`src/rtl/reg_bank_arbiter.sv`:
```
// ============================================================================
// reg_bank_arbiter -- round-robin arbiter issuing CLR/LOAD/INCR ops to a bank.
// Optional whole-bank sweep compiled in by defining REG_BANK_ARB_SWEEP_EN.
// Revision: 1.0
// ============================================================================
`default_nettype none
`timescale 1ns/1ps

module reg_bank_arbiter #(
  parameter int DATA_WIDTH = 8,
  parameter int NUM_REGS   = 4,
  parameter int NUM_REQ    = 4,
  parameter int IDX_W      = $clog2(NUM_REGS)
) (
  input  logic                         clk,
  input  logic                         rst,
  input  logic [NUM_REQ-1:0]           req_valid,
  input  logic [2*NUM_REQ-1:0]         req_op,
  input  logic [IDX_W*NUM_REQ-1:0]     req_idx,
  input  logic [DATA_WIDTH*NUM_REQ-1:0] req_data,
  output logic [NUM_REQ-1:0]           req_ready,
  output logic [2*NUM_REGS-1:0]        reg_ctrl,
  output logic [DATA_WIDTH-1:0]        reg_data,
  input  logic                         sweep_req,
  output logic                         sweep_busy,
  output logic                         idx_err
);

  localparam int         RR_W    = $clog2(NUM_REQ);
  localparam logic [1:0] OP_NONE = 2'd0;
  localparam logic [1:0] OP_CLR  = 2'd1;

  logic [RR_W-1:0]        rr_ptr_q, rr_ptr_d;
  logic [2*NUM_REGS-1:0]  reg_ctrl_q, reg_ctrl_d;
  logic [DATA_WIDTH-1:0]  reg_data_q, reg_data_d;
  logic                   idx_err_q, idx_err_d;

  logic                   arb_en;
  logic                   gnt_found;
  logic [RR_W-1:0]        gnt_idx;
  logic                   transfer;
  logic [1:0]             sel_op;
  logic [IDX_W-1:0]       sel_idx;
  logic [DATA_WIDTH-1:0]  sel_data;

`ifdef REG_BANK_ARB_SWEEP_EN
  localparam logic [0:0]       ST_IDLE  = 1'b0;
  localparam logic [0:0]       ST_SWEEP = 1'b1;
  localparam logic [IDX_W-1:0] LAST_REG = IDX_W'(NUM_REGS - 1);

  logic [0:0]       state_q, state_d;
  logic [IDX_W-1:0] sweep_cnt_q, sweep_cnt_d;

  // A sweep request wins over any pending requester in the same cycle.
  assign arb_en     = rst && (state_q == ST_IDLE) && !sweep_req;
  assign sweep_busy = (state_q == ST_SWEEP);

  always_comb begin
    state_d     = state_q;
    sweep_cnt_d = sweep_cnt_q;
    case (state_q)
      ST_IDLE: begin
        if (sweep_req) begin
          state_d     = ST_SWEEP;
          sweep_cnt_d = '0;
        end
      end
      ST_SWEEP: begin
        if (sweep_cnt_q == LAST_REG) begin
          state_d = ST_IDLE;
        end else begin
          sweep_cnt_d = sweep_cnt_q + 1'b1;
        end
      end
      default: state_d = ST_IDLE;
    endcase
  end

  always_ff @(posedge clk) begin
    if (!rst) begin
      state_q     <= ST_IDLE;
      sweep_cnt_q <= '0;
    end else begin
      state_q     <= state_d;
      sweep_cnt_q <= sweep_cnt_d;
    end
  end
`else
  logic unused_sweep_req;

  assign unused_sweep_req = sweep_req;
  assign arb_en           = rst;
  assign sweep_busy       = 1'b0;
`endif

  // Search starts at rr_ptr_q and wraps; first valid requester wins.
  always_comb begin
    gnt_found = 1'b0;
    gnt_idx   = '0;
    for (int i = 0; i < NUM_REQ; i++) begin
      if (!gnt_found && req_valid[(int'(rr_ptr_q) + i) % NUM_REQ]) begin
        gnt_found = 1'b1;
        gnt_idx   = RR_W'((int'(rr_ptr_q) + i) % NUM_REQ);
      end
    end
  end

  assign req_ready = (arb_en && gnt_found) ? (NUM_REQ'(1) << gnt_idx) : '0;
  assign transfer  = |(req_valid & req_ready);
  assign sel_op    = req_op[2*int'(gnt_idx) +: 2];
  assign sel_idx   = req_idx[IDX_W*int'(gnt_idx) +: IDX_W];
  assign sel_data  = req_data[DATA_WIDTH*int'(gnt_idx) +: DATA_WIDTH];

  always_comb begin
    rr_ptr_d   = rr_ptr_q;
    reg_ctrl_d = '0;
    reg_data_d = reg_data_q;
    idx_err_d  = 1'b0;
    if (transfer) begin
      rr_ptr_d = RR_W'((int'(gnt_idx) + 1) % NUM_REQ);
      if (int'(sel_idx) >= NUM_REGS) begin
        idx_err_d = 1'b1;
      end else if (sel_op != OP_NONE) begin
        reg_data_d = sel_data;
        for (int r = 0; r < NUM_REGS; r++) begin
          if (int'(sel_idx) == r) reg_ctrl_d[2*r +: 2] = sel_op;
        end
      end
    end
`ifdef REG_BANK_ARB_SWEEP_EN
    if (state_q == ST_SWEEP) begin
      for (int r = 0; r < NUM_REGS; r++) begin
        if (int'(sweep_cnt_q) == r) reg_ctrl_d[2*r +: 2] = OP_CLR;
      end
    end
`endif
  end

  always_ff @(posedge clk) begin
    if (!rst) begin
      rr_ptr_q   <= '0;
      reg_ctrl_q <= '0;
      reg_data_q <= '0;
      idx_err_q  <= 1'b0;
    end else begin
      rr_ptr_q   <= rr_ptr_d;
      reg_ctrl_q <= reg_ctrl_d;
      reg_data_q <= reg_data_d;
      idx_err_q  <= idx_err_d;
    end
  end

  assign reg_ctrl = reg_ctrl_q;
  assign reg_data = reg_data_q;
  assign idx_err  = idx_err_q;

endmodule

`default_nettype wire

```
`config.mk`:
```
export PLATFORM = sky130hd
export DESIGN_NAME = reg_bank_arbiter
export DESIGN_NICKNAME = d
export VERILOG_FILES = /design/src/rtl/reg_bank_arbiter.sv
export SDC_FILE = /design/constraint.sdc
export NUM_CORES = 1
export LEC_CHECK = 0
export CELL_PAD_IN_SITES_DETAIL_PLACEMENT = 1
export CELL_PAD_IN_SITES_GLOBAL_PLACEMENT = 2
export CORE_MARGIN = 2
export CORE_UTILIZATION = 19
export DETAILED_ROUTE_END_ITERATION = 10
export GPL_TIMING_DRIVEN = 0
export PLACE_DENSITY_LB_ADDON = 0.15
export SYNTH_ARGS = -nofsm -noshare
export SYNTH_HDL_FRONTEND = slang
export SYNTH_SLANG_ARGS = --single-unit
```
`constraint.sdc`:
```
create_clock -name clk -period 1.8 [get_ports clk]
set_input_delay 0.27 -clock clk [delete_from_list [all_inputs] [get_ports clk]]
set_output_delay 0.27 -clock clk [all_outputs]
set_load 0.005 [all_outputs]
```
== Word-level counts from Yosys, hierarchy flattened ==
Cells that the tools add are included.
Cells by class
  add/subtract/negate cells: 4
  $lt $le $gt $ge: 4
  equality and inequality tests: 3
  shift operators: 4
  mux-type cells: 20
  bitwise operators: 4
  reduce and logical (&&, ||, !) cells: 18
Operator list (count)
  $shiftx 32x6->8: 1
  $reduce_and 4->1: 4
  $shiftx 8x4->2: 2
  $lt 3x4->1 const B: 3
  $mux 1: 11
  $bmux 1 s2: 4
  $mux 2: 4
  $reduce_or 2->1: 3
  $add 2x1->2 const B: 2
  $add 2x2->2 const B: 2
  $and 4x4->4: 1
  $eq 2x2->1 const B: 2
  $logic_and 1x1->1: 4
  $mux 4: 1
  $reduce_or 4->1: 1
  $shl 1x2->4 const A: 1
  $and 1x1->1 const A: 3
  $logic_not 1->1: 3
  $lt 2x3->1 const B: 1
  $eq 2x1->1 const B: 1
  $logic_not 2->1: 1
  $reduce_and 2->1: 1
  $reduce_bool 2->1: 1
Word-level totals
  register bits: 18
  output and inout port bits: 22
  logic and storage cells: 63

== Longest topological paths before layout ==
  depth in word-level cells: 19
  mapped depth: 8

== Worst setup path before layout ==
No wires, ideal clock.
  path kind: register -> register
  start point: reg rr_ptr_q[1]
  end point: reg reg_data_q[0] (netlist: reg_data[0])
  library setup time: 72 ps
  arrival time: 1853 ps
  data required time: 1728 ps
  slack: -125 ps
  cell stages (with the launch flop): 8
  buffers on the path: 2
  clock period less this slack: 1925 ps
  cell sequence: dfxtp_1 -> buf_2 -> or4_1 -> buf_4 -> nand3_1 -> a32oi_2 -> o21ai_4 -> mux2i_1
Between the ends
  cells in the longest elaborated chain, start to end: 17
RTL lines
  start, declared: line 33  | logic [RR_W-1:0] rr_ptr_q, rr_ptr_d;
  start signal, assigned: line 146  | rr_ptr_q <= rr_ptr_d;
  $add 2x1->2 or $bmux 1 s2 (tied branches): line 101, 103
  $bmux 1 s2 or $mux 1 (tied branches): line 101  | if (!gnt_found && req_valid[(int'(rr_ptr_q) + i) % NUM_REQ]) begin
  $mux 1 (not written as such): line 101
  $mux 1 (not written as such) or $logic_not 1->1 (tied branches): line 101
  $logic_and 1x1->1: line 101
  $mux 1: line 101
  $logic_not 1->1: line 101
  $logic_and 1x1->1: line 101
  $mux 1: line 101
  $logic_not 1->1: line 101
  $logic_and 1x1->1: line 101
  $mux 2 or $mux 1 (tied branches): line 101
  $shl 1x2->4 or $logic_and 1x1->1 (tied branches): line 108  | assign req_ready = (arb_en && gnt_found) ? (NUM_REQ'(1) << gnt_idx) : '0;
  $mux 4: line 108
  $and 4x4->4: line 109  | assign transfer = |(req_valid & req_ready);
  $reduce_or 4->1: line 109
  $reduce_and 2->1 (no line)
  end signal, assigned: line 148  | reg_data_q <= reg_data_d;
  end, declared: line 35  | logic [DATA_WIDTH-1:0] reg_data_q, reg_data_d;
Parallel ways exist; a longest one is shown, timed or not. The select of a mux whose other input is x is not followed.
A chain may end at the register's enable or synchronous reset.

== Worst setup path after layout ==
  start point: reg rr_ptr_q[0]
  end point: out req_ready[1]
Between the ends
  cells in the longest elaborated chain, start to end: 14
RTL lines
  $add 2x1->2 or $bmux 1 s2 (tied branches): line 101, 103
  $bmux 1 s2 or $mux 1 (tied branches): line 101
  $mux 1 (not written as such): line 101
  $mux 1 (not written as such) or $logic_not 1->1 (tied branches): line 101
  $logic_and 1x1->1: line 101
  $mux 1: line 101
  $logic_not 1->1: line 101
  $logic_and 1x1->1: line 101
  $mux 1: line 101
  $logic_not 1->1: line 101
  $logic_and 1x1->1: line 101
  $mux 2 or $mux 1 (tied branches): line 101
  $shl 1x2->4 or $logic_and 1x1->1 (tied branches): line 108
  $mux 4 *: line 108
  end, declared: line 21  | output logic [NUM_REQ-1:0] req_ready,
Every way passes the cells marked *; elsewhere a longest branch is shown, timed or not. The select of a mux whose other input is x is not followed.

==> results.sh <==
export IMPL_grt_total_usage=0.135
export IMPL_synth_flop_cell="dfxtp_1"
export IMPL_post_drt_wl_per_cell_um=15.5
export IMPL_gp_congestion=0.755
export IMPL_end_kind="output pin"
export IMPL_post_route_cells_drive_above_1_share=0.352
export IMPL_fp_dieH_um=86.9
export IMPL_via_per_inst=4.56
export IMPL_ant_nets=0
export IMPL_wl_met1_mm=1.96
export IMPL_wl_met3_um=282
export IMPL_p_leak_nw=1.04
export IMPL_io_buffers=73
export IMPL_p_per_area_mw_per_mm2=924
export IMPL_synth_distinct_cells=39
export IMPL_initial_core_util=0.194
export IMPL_ctsHoldBuffers=0
export IMPL_place_ws_ns=-1.15
export IMPL_hpwl_mm=3.77
export IMPL_synth_area_leaders="dfxtp_1 28%, mux2i_1 20%, mux2_2 6.9%"
export IMPL_yosysSeqAreaShare=0.276
export IMPL_cts_path_max_buffers=2
export IMPL_cpPeakStageDelay_ns=0.58
export IMPL_yosysTopAreaCell="dfxtp_1"
export IMPL_worst_slack_ns=-0.279
export IMPL_drt_total_wl_mm=4.84
export IMPL_grt_max_degree=11
export IMPL_startpoint="rr_ptr_q[0]$_SDFFE_PN0P_"
export IMPL_die_w_um=86.9
export IMPL_wl_met2_mm=2.58
export IMPL_vias=1426
export IMPL_yosysMostFrequentCell="mux2i_1"
export IMPL_fin_cells=313
export IMPL_post_route_period_util=1.15
export IMPL_crit_fanout=3
export IMPL_crit_arrival_ns=1.81
export IMPL_max_freq_mhz=481
export IMPL_drv_cap=0
export IMPL_grt_overflow_total=0
export IMPL_fin_util=0.377
export IMPL_die_area_mm2=0.00755
export IMPL_placed_cell_area_mm2=0.00219
export IMPL_antenna_found_initial=0
export IMPL_antenna_cells=0
export IMPL_synth_top_area_frac=0.276
export IMPL_violations="negative setup slack"
export IMPL_cts_buffers=3
export IMPL_ys_async_sr_fraction=0
export IMPL_grt_pass1_wl_mm=7.96
export IMPL_htreeDepth=1
export IMPL_fin_crit_ns=2.08
export IMPL_coreArea_mm2=0.00672
export IMPL_areaGrowthSynthToFinish_pct=94.2
export IMPL_top_layer="met4"
export IMPL_outcome="finished with violations"
export IMPL_io_pins=77
export IMPL_r2r_start="rr_ptr_q[0]$_SDFFE_PN0P_"
export IMPL_avgSynthCellArea_um2=9.60
export IMPL_fin_area_mm2=0.00254
export IMPL_clock_sinks=18
export IMPL_critPathKind="register to output pin"
export IMPL_synth_edf_count=0
export IMPL_clk_latency_ns=0.25
export IMPL_hp_start="req_valid[3]"
export IMPL_rows=30
export IMPL_synth_cells_most_frequent="26 x mux2i_1, 18 x dfxtp_1, 14 x nand2_1"
export IMPL_rsz0062_at_grt="true"
export IMPL_vdd_drop_max_uv=262
export IMPL_hold_path_class="input pin to register"
export IMPL_synth_warnings=0
export IMPL_dr_pass1_iters=4
export IMPL_drtIter0Drc=35
export IMPL_syn_instance_count=136
export IMPL_clock_tree_root_cell="clkbuf_8"
export IMPL_drc=0
export IMPL_finalSetupViolations=21
export IMPL_path_clk_slew_ns=0.08
export IMPL_crit_path_top_delay_cell="or4_4"
export IMPL_hold_violations=0
export IMPL_netlist_area_mm2=0.00131
export IMPL_grt_pass1_vias=1650
export IMPL_cts_tree="yes"
export IMPL_final_max_slew_viol_count=0
export IMPL_power_mw=2.34
export IMPL_critPathLaunchType="register"
export IMPL_cp_data_required_time_ns=1.53
export IMPL_crit_chain="nor2b_4, or4_4, nand2_8, buf_8, buf_6, nand2_2, nor2_1, buf_2"
export IMPL_synth_seq_cells=18
export IMPL_final_nets=289
export IMPL_skew_ns=0.00308
export IMPL_post_place_cells=290
[what timing repair did]
item	CTS	global route
buffers inserted	19	1
gates cloned	1	0
resized for setup	47	13
setup endpoints to repair	22	21
pin swaps	9	4
[power breakdown]
group          internal (mW)  switching (mW)  total [mW]
logic                  0.870           0.585        1.45
clock network          0.194           0.146       0.340
registers              0.499          0.0492       0.548
[cell type report]
cell class | instances | area [um^2]
Fill cell | 752 | 4180
Multi-Input combinational cell | 109 | 1010
Timing Repair Buffer | 94 | 908
Sequential cell | 18 | 365
Buffer | 8 | 100
Tap cell | 80 | 100
Clock buffer | 4 | 55.1
[state kept, by name (all words and copies together), names as in the netlist]
signal,flops
reg_ctrl,8
rr_ptr_q,2
reg_data,8
[placed cells by master, fill, tap and decap left out, drive strengths merged, types with 3 or more instances in the layout]
master and instances:
mux2 9, nand2 15, clkdlybuf4s50 65, nor3b 8
nor4 3, clkbuf 6, nor2 5, nand3 9
nor2b 4, o21ai 5, nor3 3, buf 31
mux2i 26, dfxtp 18, and3 3
[final timing paths]
kind	slack, ns	endpoint	depth (start not counted)
worst max-delay path	-0.28	req_ready[1]	8
worst max register to register	-0.24	reg_data[4]$_SDFFE_PN0P_	8
worst min-delay path	0.46	rr_ptr_q[1]$_SDFFE_PN0P_	4
worst min register to register	0.46	reg_data[2]$_SDFFE_PN0P_	2
[cell families (layout without fill, tap and decap cells)]
logic type                after synthesis  in the layout  synth area share
and+or+nand+nor                        56             56             0.259
muxes                                  35             35             0.280
DFF                                    18             18             0.276
AOI/OAI and AO/OA                      15             15             0.104
buffers and inverters                  10            106            0.0718
other                                   1              2           0.00287
xor gates and xnor gates                1              1           0.00671
[per-stage QoR]
stage          TNS (ns)  hold WS, ns
2_1_floorplan    -0.506        0.419
3_3_place_gp     -16.17        0.447
3_5_place_dp     -16.86        0.457
4_1_cts           -5.64        0.469
5_1_grt           -6.21        0.486
6_report          -4.37        0.456
[critical path, delay by kind of cell, from the launching register on]
family / cells / cell delay (ns)
and+or+nand+nor: 5 / 0.86
DFF: 1 / 0.38
buffers and inverters: 3 / 0.32
[layer usage]
metal  up-vias  global-route usage
met1       688               0.155
met5         -                   0
met4         0              0.0199
li1        694                   -
met3         2              0.0322
met2        42               0.255
Power figures use the tool's default switching activity.
